[src/rtl/spi_slave_rx_multi.sv]
// Oversampled SPI slave receiver: all four SPI modes, configurable word width and bit order.
// Splits multi-word frames into channel-tagged words delivered over a valid/ready handshake.
module spi_slave_rx_multi #(
  parameter int unsigned DATA_WIDTH  = 16,
  parameter int unsigned CHANNELS    = 4,
  parameter bit          CPOL        = 1'b0,
  parameter bit          CPHA        = 1'b0,
  parameter bit          MSB_FIRST   = 1'b1,
  parameter int unsigned SYNC_STAGES = 2,
  localparam int unsigned CHAN_WIDTH = (CHANNELS > 1) ? $clog2(CHANNELS) : 1
) (
  input  logic                  clock,
  input  logic                  reset,
  input  logic                  spi_nss,
  input  logic                  spi_clock_in,
  input  logic                  spi_data_in,
  output logic [DATA_WIDTH-1:0] data_out,
  output logic [CHAN_WIDTH-1:0] channel_out,
  output logic                  data_valid,
  input  logic                  data_ready,
  output logic                  frame_done,
  output logic                  frame_error,
  output logic                  overrun,
  input  logic                  overrun_clear
);

  localparam int unsigned CNT_WIDTH = $clog2(DATA_WIDTH + 1);
  localparam logic [CNT_WIDTH-1:0] LastBit = CNT_WIDTH'(DATA_WIDTH);
  localparam logic [CHAN_WIDTH-1:0] LastChan = CHAN_WIDTH'(CHANNELS - 1);

  typedef enum logic {StIdle, StReceive} state_e;

  logic [SYNC_STAGES-1:0] nss_sync_q, sclk_sync_q, mosi_sync_q;
  logic                   sclk_dly_q;
  logic                   nss_s, sclk_s, mosi_s;
  logic                   sample_edge;

  state_e                 state_q, state_d;
  logic [CNT_WIDTH-1:0]   bit_cnt_q, bit_cnt_d;
  logic [CHAN_WIDTH-1:0]  chan_cnt_q, chan_cnt_d;
  logic [DATA_WIDTH-1:0]  shift_q, shift_d;
  logic [DATA_WIDTH-1:0]  word_q, word_d;
  logic [CHAN_WIDTH-1:0]  word_chan_q, word_chan_d;
  logic                   word_stb_q, word_stb_d;
  logic                   frame_error_q, frame_error_d;

  logic [DATA_WIDTH-1:0]  data_out_q, data_out_d;
  logic [CHAN_WIDTH-1:0]  channel_out_q, channel_out_d;
  logic                   data_valid_q, data_valid_d;
  logic                   frame_done_q, frame_done_d;
  logic                   overrun_q, overrun_d;
  logic                   load_ok;

  assign nss_s  = nss_sync_q[SYNC_STAGES-1];
  assign sclk_s = sclk_sync_q[SYNC_STAGES-1];
  assign mosi_s = mosi_sync_q[SYNC_STAGES-1];

  // Modes 0 and 3 sample on the rising edge, modes 1 and 2 on the falling edge.
  assign sample_edge = ~nss_s & ((CPOL == CPHA) ? (sclk_s & ~sclk_dly_q)
                                                : (~sclk_s & sclk_dly_q));

  always_comb begin
    state_d       = state_q;
    bit_cnt_d     = bit_cnt_q;
    chan_cnt_d    = chan_cnt_q;
    shift_d       = shift_q;
    word_d        = word_q;
    word_chan_d   = word_chan_q;
    word_stb_d    = 1'b0;
    frame_error_d = 1'b0;
    case (state_q)
      StIdle: begin
        if (!nss_s) begin
          state_d    = StReceive;
          bit_cnt_d  = '0;
          chan_cnt_d = '0;
        end
      end
      StReceive: begin
        if (bit_cnt_q == LastBit) begin
          // A full word is committed even if nss rises in the same cycle.
          word_d      = shift_q;
          word_chan_d = chan_cnt_q;
          word_stb_d  = 1'b1;
          bit_cnt_d   = '0;
          chan_cnt_d  = (chan_cnt_q == LastChan) ? '0 : chan_cnt_q + CHAN_WIDTH'(1);
          if (nss_s) begin
            state_d    = StIdle;
            chan_cnt_d = '0;
          end
        end else if (nss_s) begin
          state_d       = StIdle;
          bit_cnt_d     = '0;
          chan_cnt_d    = '0;
          frame_error_d = (bit_cnt_q != '0);
        end else if (sample_edge) begin
          shift_d   = MSB_FIRST ? {shift_q[DATA_WIDTH-2:0], mosi_s}
                                : {mosi_s, shift_q[DATA_WIDTH-1:1]};
          bit_cnt_d = bit_cnt_q + CNT_WIDTH'(1);
        end
      end
      default: state_d = StIdle;
    endcase
  end

  // A load may coincide with the consumer taking the current word.
  assign load_ok = ~data_valid_q | data_ready;

  always_comb begin
    data_out_d    = data_out_q;
    channel_out_d = channel_out_q;
    data_valid_d  = data_valid_q;
    frame_done_d  = 1'b0;
    overrun_d     = overrun_q;
    if (word_stb_q) begin
      if (load_ok) begin
        data_out_d    = word_q;
        channel_out_d = word_chan_q;
        data_valid_d  = 1'b1;
        frame_done_d  = (word_chan_q == LastChan);
      end else begin
        overrun_d = 1'b1;
      end
    end else if (data_valid_q && data_ready) begin
      data_valid_d = 1'b0;
    end
    if (overrun_clear) begin
      overrun_d = 1'b0;
    end
  end

  always_ff @(posedge clock) begin
    if (!reset) begin
      nss_sync_q    <= '0;
      sclk_sync_q   <= '0;
      mosi_sync_q   <= '0;
      sclk_dly_q    <= 1'b0;
      state_q       <= StIdle;
      bit_cnt_q     <= '0;
      chan_cnt_q    <= '0;
      shift_q       <= '0;
      word_q        <= '0;
      word_chan_q   <= '0;
      word_stb_q    <= 1'b0;
      frame_error_q <= 1'b0;
      data_out_q    <= '0;
      channel_out_q <= '0;
      data_valid_q  <= 1'b0;
      frame_done_q  <= 1'b0;
      overrun_q     <= 1'b0;
    end else begin
      nss_sync_q    <= {nss_sync_q[SYNC_STAGES-2:0], spi_nss};
      sclk_sync_q   <= {sclk_sync_q[SYNC_STAGES-2:0], spi_clock_in};
      mosi_sync_q   <= {mosi_sync_q[SYNC_STAGES-2:0], spi_data_in};
      sclk_dly_q    <= sclk_s;
      state_q       <= state_d;
      bit_cnt_q     <= bit_cnt_d;
      chan_cnt_q    <= chan_cnt_d;
      shift_q       <= shift_d;
      word_q        <= word_d;
      word_chan_q   <= word_chan_d;
      word_stb_q    <= word_stb_d;
      frame_error_q <= frame_error_d;
      data_out_q    <= data_out_d;
      channel_out_q <= channel_out_d;
      data_valid_q  <= data_valid_d;
      frame_done_q  <= frame_done_d;
      overrun_q     <= overrun_d;
    end
  end

  assign data_out    = data_out_q;
  assign channel_out = channel_out_q;
  assign data_valid  = data_valid_q;
  assign frame_done  = frame_done_q;
  assign frame_error = frame_error_q;
  assign overrun     = overrun_q;

endmodule

[config.mk]
export PLATFORM = sky130hd
export DESIGN_NAME = spi_slave_rx_multi
export DESIGN_NICKNAME = d
export VERILOG_FILES = /design/src/rtl/spi_slave_rx_multi.sv
export SDC_FILE = /design/constraint.sdc
export NUM_CORES = 1
export LEC_CHECK = 0
export ABC_CLOCK_PERIOD_IN_PS = 2300
export CAP_MARGIN = 25
export CORE_UTILIZATION = 50
export CTS_CLUSTER_DIAMETER = 40
export DETAILED_ROUTE_END_ITERATION = 6
export PLACE_DENSITY_LB_ADDON = 0.12
export SLEW_MARGIN = 20
export SYNTH_ARGS = -nofsm -noshare
export SYNTH_HDL_FRONTEND = slang
export SYNTH_SLANG_ARGS = --single-unit
[constraint.sdc]
create_clock -name clock -period 2.3 [get_ports clock]
set_clock_uncertainty 0.2 [all_clocks]
set_input_delay 0.46 -clock clock [delete_from_list [all_inputs] [get_ports clock]]
set_output_delay 0.46 -clock clock [all_outputs]
set_load 0.01 [all_outputs]
Word-level counts from Yosys, hierarchy flattened
Cells that the tools add are included.
{"block": "op_classes", "n_reduce_logical": 14, "bitwise_logic": 10, "multipliers": 0, "div_mod_pow": 0, "n_lt_le_gt_ge": 0, "n_addsub": 2, "shifts": 0, "mux": 16, "n_eq_ne": 7}
{"operator": "two-way mux 5 bit", "count": 4}
{"operator": "AND reduction 2 bit", "count": 7}
{"operator": "two-way mux 2 bit", "count": 5}
{"operator": "case mux 5 bit (2 select lines)", "count": 1}
{"operator": "inverter 1 bit", "count": 7}
{"operator": "adder 5 x 1 -> 5 bit (second input constant)", "count": 1}
{"operator": "equality test 5 bit (second input constant)", "count": 1}
{"operator": "two-way mux 1 bit", "count": 5}
{"operator": "nonzero test 5 bit", "count": 1}
{"operator": "equality test 2 bit (second input constant)", "count": 2}
{"operator": "!= test 4 x 3 -> 1 bit (second input constant)", "count": 1}
{"operator": "case mux 2 bit (2 select lines)", "count": 1}
{"operator": "AND reduction 4 bit", "count": 1}
{"operator": "OR reduction 4 bit", "count": 1}
{"operator": "!= test 3 x 2 -> 1 bit (second input constant)", "count": 1}
{"operator": "AND reduction 3 bit", "count": 1}
{"operator": "adder 2 x 1 -> 2 bit (second input constant)", "count": 1}
{"operator": "AND 1 bit", "count": 2}
{"operator": "!= test 2 x 1 -> 1 bit (second input constant)", "count": 1}
{"operator": "!= test 2 bit (second input constant)", "count": 1}
{"operator": "nonzero test 2 bit", "count": 1}
{"operator": "OR reduction 2 bit", "count": 1}
{"operator": "logical AND 1 bit", "count": 1}
{"operator": "OR 1 bit", "count": 1}
{"block": "word_totals", "wordCells": 66, "memories": 0, "latch_bits": 0, "mem_bits_ro": 0, "inputBits": 7, "ff_bits": 72, "output_inout_bits": 22, "ramBits": 0}

Logic depth before layout (Yosys ltp)
Gate-level depths: netlist of the first run.
{"block": "depth", "word_depth": 7, "depth_mapped": 6, "mapped_depth_nobuf": 5}

Least setup slack after synthesis of the first run
OpenSTA, ideal clock, no wires.
{"block": "synth_path", "path_kind": "register to register", "start": "register bit_cnt_q[0]", "end": "register chan_cnt_q[0]", "setup_time_ns": 0.075, "period_less_slack_ns": 1.822, "arrival_ns": 1.547, "path_stages_with_launch": 7, "n_path_buf": 1, "t_required_ns": 2.025, "setup_slack_ns": 0.478, "path_cell_list": "dfxtp_1 inv_1 ha_1 or3b_4 buf_6 or3_1 o22ai_1"}
{"block": "synth_between", "elab_chain_cells": 3, "elab_cells_between_ends": 5, "cone_classes": "2 x eq/ne; 2 x mux; 1 x reduce/logical"}
{"element": "from (decl)", "line_no": "39", "rtl": "logic [CNT_WIDTH-1:0] bit_cnt_q, bit_cnt_d;"}
{"element": "from (signal assigned)", "line_no": "157", "rtl": "bit_cnt_q <= bit_cnt_d;"}
{"element": "equality test 5 bit *", "line_no": "80", "rtl": "if (bit_cnt_q == LastBit) begin"}
{"element": "two-way mux 2 bit or != test 3 x 2 -> 1 bit (tied branches)"}
{"element": "case mux 2 bit (2 select lines) or AND reduction 2 bit (tied branches)"}
{"element": "to (signal assigned)", "line_no": "158", "rtl": "chan_cnt_q <= chan_cnt_d;"}
{"element": "to (decl)", "line_no": "40", "rtl": "logic [CHAN_WIDTH-1:0] chan_cnt_q, chan_cnt_d;"}
Every way passes the cells marked *; elsewhere a longest branch is shown, timed or not.
A chain may end at the register's enable or synchronous reset.

Worst setup path after layout of the first run
{"block": "layout_path", "start": "register bit_cnt_q[0]", "end": "register chan_cnt_q[1]"}
Same word-level chain as after synthesis.

==> out/results.tsv, run 1 <==
stage	metric	value	unit
timing	rsz0062_at_grt	no	
job	drv_cap	0	
layout	multi_input_area	0.00120	mm2
logic_synthesis	yosys_warnings	0	
outcome	status	finished clean	
clock_tree	hold_buffers	0	
layout	final_util	0.630	
power_and_ir_drop	p_per_area	681	mW/mm2
place	placed_area	0.00311	mm2
timing	relSlewSlack	0.607	
critical_path	critical_path_class	reg -> reg	
logic_synthesis	syn_avg_cell_area	8.58	um2
global_route	track_usage	0.216	
logic_synthesis	syn_inst	324	
timing	fin_tns_setup	0	ps
clock_tree	root_buffer	clkbuf_8	
place	dpl.hpwl	3.90	mm
clock_tree	cts_buffers	9	
place	io_buffer_count	28	
layout	fillers	483	
critical_path	critPathArrivalTime	2000	ps
power_and_ir_drop	leakagePower	1.04	nW
layout	fin_nets	356	
clock_tree	insertion_delay	340	ps
clock_tree	cts_tree	done	
place	gp_congestion	0.817	
layout	layout_commonest_cell	dfxtp_1	
power_and_ir_drop	swShare	0.218	
floorplan	core_area	0.00524	mm2
power_and_ir_drop	p_switching	0.000491	W
layout	num_antenna_cells	0	
critical_path	crit_fanout	20	
critical_path	worstSetupStartpointType	register	
power_and_ir_drop	power.total	0.00225	W
floorplan	num_rows	26	
logic_synthesis	ys_seq_area_frac	0.518	
timing	finalHoldViolCount	0	
floorplan	dieArea	0.00586	mm2
clock_tree	cts.clk_slew.worst_paths	70	ps
global_route	grt_pass1_vias	2154	
power_and_ir_drop	p_int	0.00176	W
timing	worst_slew_pin_slew	590	ps
layout	finalNonFillerCells	421	
clock_tree	clock_path_buffers	2	
detailed_routing	route.detailed.drc	0	
power_and_ir_drop	seqPwrFrac	0.560	
logic_synthesis	synth_cell_types	32	
detailed_routing	drt-initial-drc-count	171	
power_and_ir_drop	p_comb_frac	0.029	
detailed_routing	first_pass_iters	4	
clock_tree	htree_levels	3	
critical_path	crit_required	2370	ps
detailed_routing	num_vias	2399	
timing	fin_crit_sh	0.843	
logic_synthesis	synth_area	0.00278	mm2
timing	final_max_slew_viol_count	0	
power_and_ir_drop	clkPwrFrac	0.410	
detailed_routing	drt-vias-per-instance	5.70	
timing	min_period	1940	ps
global_route	grt_remaining_overflow	0	
timing	setup_viol	0	
layout	drive_gt1_frac	0.0826	
floorplan	ioPinCount	29	
detailed_routing	antenna_left	0	
layout	seqCellArea	0.00144	mm2
layout	finalInstanceArea	0.00330	mm2
clock_tree	post-cts-setup-buffer-count	0	
clock_tree	cts.sinks	72	
critical_path	end_kind	register	
global_route	grt_pass1_wl	10.2	mm
global_route	grt_max_degree	40	
floorplan	die_w	76.6	um
global_route	antenna_found_initial	0	
floorplan	start_util	0.531	
place	dp_cells	404	
detailed_routing	wirelength	6.06	mm
logic_synthesis	synth_nets	334	
floorplan	die_h	76.6	um
layout	layout_common_cells	72 x dfxtp_1, 56 x a21oi_1, 55 x nand3_1	
hold_path	hold_class	reg -> reg	
detailed_routing	routedWlPerCell	14.4	um
timing	clock.fmax	516	MHz
clock_tree	ctsResizeCount	0	
power_and_ir_drop	peakVddDrop	0.432	mV
logic_synthesis	synth_seq_cells	72	
layout	syn_to_final_growth	18.7	%
power groups by stage:
stage / registers, W / logic [W] / clock network [W]
finish: 0.00126 / 0.0000660 / 0.000923
global route: 0.00126 / 0.0000714 / 0.00100
CTS: 0.00126 / 0.0000653 / 0.000940
detailed placement: 0.00129 / 0.0000649 / 0
global placement: 0.00129 / 0.0000643 / 0
floorplan: 0.00129 / 0.0000412 / 0
area by class of cell:
type,count,area share
inverter,5,0.00569
clock buffer,14,0.0523
tap,70,0.0265
clock inverter,2,0.00379
timing repair buffer,40,0.112
multi-input combinational,218,0.363
sequential,72,0.437
per-layer routing:
metal | global-route usage | up-vias | wire (um)
met5 | 0 | - | 0
met3 | 0.0347 | 9 | 306
met2 | 0.328 | 63 | 2720
met1 | 0.297 | 1120 | 2930
li1 | - | 1207 | -
met4 | 0.112 | 0 | 102
final timing paths:
check,end,slack [ps],depth (start not counted),startpoint
worst max-delay path,chan_cnt_q[1],360,5,bit_cnt_q[0]
worst min-delay path,sclk_sync_q[1],240,1,sclk_sync_q[0]
worst max register to register,chan_cnt_q[1],360,5,bit_cnt_q[0]
worst min register to register,sclk_sync_q[1],240,1,sclk_sync_q[0]
state kept, by name (all words and copies together), names as in the netlist:
| register | count |
|---|---|
| word_chan_q | 2 |
| bit_cnt_q | 5 |
| data_out | 16 |
| frame_error | 1 |
| word_stb_q | 1 |
| chan_cnt_q | 2 |
| mosi_sync_q | 2 |
| word_q | 16 |
| sclk_dly_q | 1 |
| channel_out | 2 |
| data_valid | 1 |
| frame_done | 1 |
| state_q | 1 |
| sclk_sync_q | 2 |
| shift_q | 16 |
| overrun | 1 |
| nss_sync_q | 2 |
kinds of logic (layout without fill, tap and decap cells):
logic type      after synthesis  count (layout)  share of synthesized area
compound gates              119             119                      0.223
flops                        72              72                      0.518
simple gates                 96              96                      0.192
buf+inv                      34              61                     0.0531
fa+ha+maj                     3               3                     0.0135
metrics by stage:
step	setup slack, ps	hold slack (ps)
5_1_grt	243	254
2_1_floorplan	478	212
6_report	362	236
3_3_place_gp	261	214
4_1_cts	204	244
3_5_place_dp	210	226
worst max-delay path, stage by stage, from the launching register on:
cell	delay (ps)
dfxtp_1	350
inv_1	70
ha_1	180
or3b_4	500
or3_1	400
o22ai_1	170
cells in the mapped netlist:
cell type,n,share of area
dfxtp_1,72,0.52
a21oi_1,56,0.10
nand3_1,55,0.099
o21ai_0,52,0.094
clkbuf_1,21,0.028
nand2_1,10,0.014
and2_1,8,0.018
buf_2,4,0.0072
inv_1,4,0.0054
a31oi_1,3,0.0068
ha_1,3,0.014
nand2b_1,3,0.0068
nor2b_1,3,0.0068
nor3_1,3,0.0054
or4_1,3,0.0081
a211oi_1,2,0.0054
buf_1,2,0.0027
buf_6,2,0.0081
nand4bb_1,2,0.0081
nor2_1,2,0.0027
o22ai_1,2,0.0045
or3_1,2,0.0045
and4bb_1,1,0.0045
clkinv_1,1,0.0013
nand3b_1,1,0.0027
nor3b_2,1,0.0045
nor4bb_1,1,0.0036
o2111ai_1,1,0.0032
o211ai_1,1,0.0027
o31ai_1,1,0.0027
o32ai_1,1,0.0032
or3b_4,1,0.0041
No activity file was read; power rests on OpenSTA's default activity.
==> run 2: changes to the inputs <==
--- a/config.mk
+++ b/config.mk
@@ -5,7 +5,7 @@
 export SDC_FILE = /design/constraint.sdc
 export NUM_CORES = 1
 export LEC_CHECK = 0
-export ABC_CLOCK_PERIOD_IN_PS = 2300
+export ABC_CLOCK_PERIOD_IN_PS = 1900
 export CAP_MARGIN = 25
 export CORE_UTILIZATION = 50
 export CTS_CLUSTER_DIAMETER = 40
==> constraint.sdc (replaced) <==
create_clock -name clock -period 1.9 [get_ports clock]
set_clock_uncertainty 0.2 [all_clocks]
set_input_delay 0.38 -clock clock [delete_from_list [all_inputs] [get_ports clock]]
set_output_delay 0.38 -clock clock [all_outputs]
set_load 0.01 [all_outputs]
==> run 2 against run 1 <==
Against the previous run: sequential cell count unchanged; register-to-register slack worse by 250 ps; clock-buffer cell count decreased by 1; via count grew 1.6%; sequential power is 21% higher; first-iteration DRC count shrank 16%; largest power group unchanged; largest cell class unchanged; combinational power up 36%; critical endpoint is now data_out[7].
==> out/results.tsv, run 2 (synthesized netlist as in run 1, its figures left out) <==
stage	metric	value	unit
outcome	status	finished clean	
clock_tree	root_buffer	clkbuf_8	
layout	layout_common_cells	72 x dfxtp_1, 56 x a21oi_1, 55 x nand3_1	
detailed_routing	drt-initial-drc-count	144	
place	placed_area	0.00319	mm2
detailed_routing	wirelength	6.07	mm
timing	finalHoldViolCount	0	
timing	setup_viol	0	
floorplan	die_w	76.6	um
timing	fin_crit_sh	0.952	
critical_path	regToRegStartpoint	bit_cnt_q[0]	
layout	seqCellArea	0.00144	mm2
global_route	track_usage	0.221	
critical_path	crit_cells	1	
layout	finalInstanceArea	0.00340	mm2
critical_path	r2r_cells	5	
place	io_buffer_count	28	
detailed_routing	routed-wl-met3	270	um
detailed_routing	drt-vias-per-instance	5.68	
timing	rsz0062_at_grt	no	
critical_path	cp-startpoint	data_out[7]	
critical_path	critical_path_class	reg -> out	
floorplan	die_h	76.6	um
clock_tree	htree_levels	3	
floorplan	ioPinCount	29	
critical_path	r2r-end	chan_cnt_q[1]	
detailed_routing	drt-met1-wl	2.87	mm
detailed_routing	num_vias	2437	
hold_path	hold_start	mosi_sync_q[0]	
global_route	grt_remaining_overflow	0	
floorplan	start_util	0.531	
layout	drive_gt1_frac	0.0975	
detailed_routing	route.detailed.drc	0	
place	dpl.hpwl	4.03	mm
critical_path	cp.buffers_inverters	1	
detailed_routing	routedWlPerCell	14.2	um
detailed_routing	dr.max_layer_used	met4	
job	drv_cap	0	
detailed_routing	first_pass_iters	4	
critical_path	crit_fanout	2	
power_and_ir_drop	leakagePower	1.10	nW
layout	fillers	456	
detailed_routing	dr_wl_met2	2.80	mm
clock_tree	hold_buffers	0	
critical_path	cpMaxStageDelayCell	clkdlybuf4s50_1	
global_route	grt_pass1_vias	2174	
layout	num_antenna_cells	0	
global_route	antenna_found_initial	0	
critical_path	critPathArrivalTime	1230	ps
floorplan	core_area	0.00524	mm2
power_and_ir_drop	p_per_area	814	mW/mm2
timing	worst_slew_pin_slew	486	ps
timing	fin_tns_setup	0	ps
clock_tree	cts.clk_slew.worst_paths	70	ps
timing	min_period	1810	ps
critical_path	crit_required	1320	ps
global_route	grt_pass1_wl	10.2	mm
critical_path	slowest_delay	540	ps
floorplan	num_rows	26	
critical_path	worstSetupStartpointType	register	
clock_tree	cts.sinks	72	
critical_path	crit_chain	clkdlybuf4s50_1	
timing	relSlewSlack	0.676	
timing	final_max_slew_viol_count	0	
clock_tree	cts_tree	done	
layout	fin_nets	364	
floorplan	dieArea	0.00586	mm2
layout	layout_commonest_cell	dfxtp_1	
hold_path	whs_path_depth	1	
hold_path	hold_class	reg -> reg	
layout	multi_input_area	0.00120	mm2
layout	syn_to_final_growth	22.3	%
critical_path	end_kind	output pin	
timing	clock.fmax	553	MHz
critical_path	r2r_slack	110	ps
clock_tree	clock_path_buffers	2	
global_route	grt_max_degree	41	
hold_path	worstHoldEndpoint	mosi_sync_q[1]	
critical_path	crit_family	buffers and inverters	
place	gp_congestion	0.814	
clock_tree	insertion_delay	340	ps
clock_tree	cts_buffers	9	
detailed_routing	antenna_left	0	
power_and_ir_drop	peakVddDrop	0.577	mV
run 2: routing by layer:
metal / vias to the layer above / track usage
met3: 13 / 0.0455
met2: 64 / 0.335
met1: 1138 / 0.291
met4: 0 / 0.129
li1: 1222 / -
met5: - / 0
run 2: area by class of cell:
type                    instances  share of cell area
clock buffers                  13              0.0408
clock inverters                 3              0.0125
multi-input cells             218               0.354
well taps                      70              0.0258
inverters                       5             0.00552
repair buffers                 48               0.138
flip-flops and latches         72               0.424
run 2: what timing repair did:
item | in CTS | in global routing
buffers inserted | 0 | 1
gates resized for setup | 1 | 0
setup endpoints to repair | 19 | 18
run 2: how the worst max path moves through the flow:
stage / slack, ps / end
2_1_floorplan: 80 / chan_cnt_q[0]
3_3_place_gp: -100 / word_q[1]
3_5_place_dp: -190 / word_q[8]
4_1_cts: 50 / word_q[8]
5_1_grt: 20 / chan_cnt_q[1]
6_report: 90 / data_out[7]
run 2: per-stage QoR:
step	instances	utilization	total power [W]	hold slack (ps)	worst slack, ps
5_1_grt	429	0.649	0.00286	256	22.9
3_3_place_gp	412	0.610	0.00164	216	-96.7
2_1_floorplan	324	-	0.00161	212	77.8
4_1_cts	428	0.645	0.00278	238	49.3
6_report	429	0.649	0.00277	235	90.7
3_5_place_dp	412	0.610	0.00164	219	-195
run 2: report_power, final:
group / internal (W) / total, W / leakage [nW] / switching (W)
combinational: 0.0000377 / 0.0000897 / 0.432 / 0.0000521
sequential: 0.00152 / 0.00152 / 0.581 / 0.00000679
clock: 0.000607 / 0.00116 / 0.0876 / 0.000549
total: 0.00216 / 0.00277 / 1.10 / 0.000607
==> run 3: changes to the inputs <==
--- a/config.mk
+++ b/config.mk
@@ -10,7 +10,8 @@
 export CORE_UTILIZATION = 50
 export CTS_CLUSTER_DIAMETER = 40
 export DETAILED_ROUTE_END_ITERATION = 6
-export PLACE_DENSITY_LB_ADDON = 0.12
+export PLACE_DENSITY_LB_ADDON = 0.05
+export SKIP_LAST_GASP = 1
 export SLEW_MARGIN = 20
 export SYNTH_ARGS = -nofsm -noshare
 export SYNTH_HDL_FRONTEND = slang
==> run 3 against run 2 <==
Against the previous run: maximum frequency up 0.25%; non-clock buffer count down 1; sequential share of layout area up 0.14 points; cell count down 0.23%; critical path type unchanged; worst setup slack better by 4.6 ps.
==> out/results.tsv, run 3 (synthesized netlist as in run 1, its figures left out) <==
stage	metric	value	unit
detailed_routing	num_vias	2381	
timing	fin_crit_sh	0.950	
critical_path	crit_chain	clkdlybuf4s50_1	
place	io_buffer_count	28	
job	drv_cap	0	
critical_path	crit_fanout	2	
critical_path	critPathArrivalTime	1220	ps
timing	worst_slew_pin_slew	500	ps
critical_path	crit_required	1320	ps
floorplan	start_util	0.531	
layout	seqCellArea	0.00144	mm2
detailed_routing	route.detailed.drc	0	
power_and_ir_drop	p_comb_frac	0.035	
layout	syn_to_final_growth	21.9	%
floorplan	die_w	76.6	um
power_and_ir_drop	leakagePower	1.10	nW
layout	multi_input_area	0.00120	mm2
power_and_ir_drop	peakVddDrop	0.496	mV
detailed_routing	drt-vias-per-instance	5.56	
power_and_ir_drop	p_int	0.00206	W
timing	setup_viol	0	
global_route	grt_pass1_vias	2170	
critical_path	crit_family	buffers and inverters	
timing	relSlewSlack	0.666	
critical_path	cpMaxStageDelayCell	clkdlybuf4s50_1	
layout	fillers	456	
global_route	grt_pass1_wl	9.98	mm
global_route	grt_max_degree	61	
critical_path	slowest_delay	540	ps
power_and_ir_drop	p_per_area	780	mW/mm2
timing	min_period	1800	ps
layout	drive_gt1_frac	0.101	
layout	num_antenna_cells	0	
clock_tree	root_buffer	clkbuf_8	
layout	layout_commonest_cell	dfxtp_1	
clock_tree	clock_path_buffers	2	
hold_path	hold_class	reg -> reg	
clock_tree	ctsResizeCount	0	
power_and_ir_drop	swShare	0.222	
timing	finalHoldViolCount	0	
layout	layout_common_cells	72 x dfxtp_1, 56 x a21oi_1, 55 x nand3_1	
place	preCtsSetupSlack	-71.8	ps
layout	fin_nets	363	
outcome	status	finished clean	
floorplan	num_rows	26	
global_route	grt_remaining_overflow	0	
timing	final_max_slew_viol_count	0	
clock_tree	cts_tree	done	
floorplan	die_h	76.6	um
place	gp_congestion	0.754	
detailed_routing	routedWlPerCell	13.8	um
critical_path	end_kind	output pin	
clock_tree	insertion_delay	340	ps
place	dpl.hpwl	3.78	mm
detailed_routing	wirelength	5.91	mm
clock_tree	cts_buffers	9	
clock_tree	htree_levels	3	
timing	clock.fmax	554	MHz
detailed_routing	first_pass_iters	5	
power_and_ir_drop	seqPwrFrac	0.576	
critical_path	worstSetupStartpointType	register	
power_and_ir_drop	p_switching	0.000586	W
timing	timing.final.ws_setup	95.2	ps
critical_path	critical_path_class	reg -> out	
layout	final_util	0.647	
detailed_routing	antenna_left	0	
detailed_routing	drt-initial-drc-count	142	
power_and_ir_drop	clkPwrFrac	0.389	
clock_tree	cts.sinks	72	
global_route	track_usage	0.216	
global_route	antenna_found_initial	0	
timing	rsz0062_at_grt	no	
clock_tree	cts.clk_slew.worst_paths	70	ps
floorplan	ioPinCount	29	
floorplan	dieArea	0.00586	mm2
floorplan	core_area	0.00524	mm2
critical_path	cp.buffers_inverters	1	
[run 3: final timing paths]
check	slack (ps)	endpoint	start	cells past startpoint
setup reg to reg	130	chan_cnt_q[0]	bit_cnt_q[0]	5
hold reg to reg	240	sclk_sync_q[1]	sclk_sync_q[0]	1
hold / removal	240	sclk_sync_q[1]	sclk_sync_q[0]	1
setup / recovery	100	data_out[9]	data_out[9]	1
[run 3: final cells by class]
class / instances / area share
Clock buffer: 12 / 0.0428
Clock inverter: 4 / 0.00591
Inverter: 5 / 0.00554
Multi-Input combinational cell: 218 / 0.355
Sequential cell: 72 / 0.425
Tap cell: 70 / 0.0258
Timing Repair Buffer: 47 / 0.140
[run 3: per-stage QoR]
step	cells	power [W]	hold WS, ps	TNS [ps]	instance area (um2)
floorplan	324	0.00161	212	0	2780
global placement	409	0.00165	216	-11130	3180
detailed placement	410	0.00165	220	-684	3200
CTS	428	0.00267	241	0	3390
global route	428	0.00274	245	0	3390
finish	428	0.00264	240	0	3390
[run 3: power by group through the flow]
stage                     registers [W]  logic (W)  clock network [W]
after floorplan                 0.00156  0.0000498                  0
after global placement          0.00156  0.0000876                  0
after detailed placement        0.00156  0.0000883                  0
after CTS                       0.00152  0.0000929            0.00106
after global routing            0.00152  0.0000996            0.00112
final                           0.00152  0.0000925            0.00103
[run 3: timing repair]
action / 4_1_cts / 5_1_grt
setup buffers: 2 / 0
hold buffers: 0 / 0
endpoints found under the setup margin: 2 / 0
[run 3: per-layer routing]
layer / part of all wire / vias to the layer above / global-route usage
li1: - / 1217 / -
met1: 0.48 / 1093 / 0.273
met2: 0.45 / 62 / 0.341
met3: 0.051 / 9 / 0.0431
met4: 0.018 / 0 / 0.127
met5: 0 / - / 0
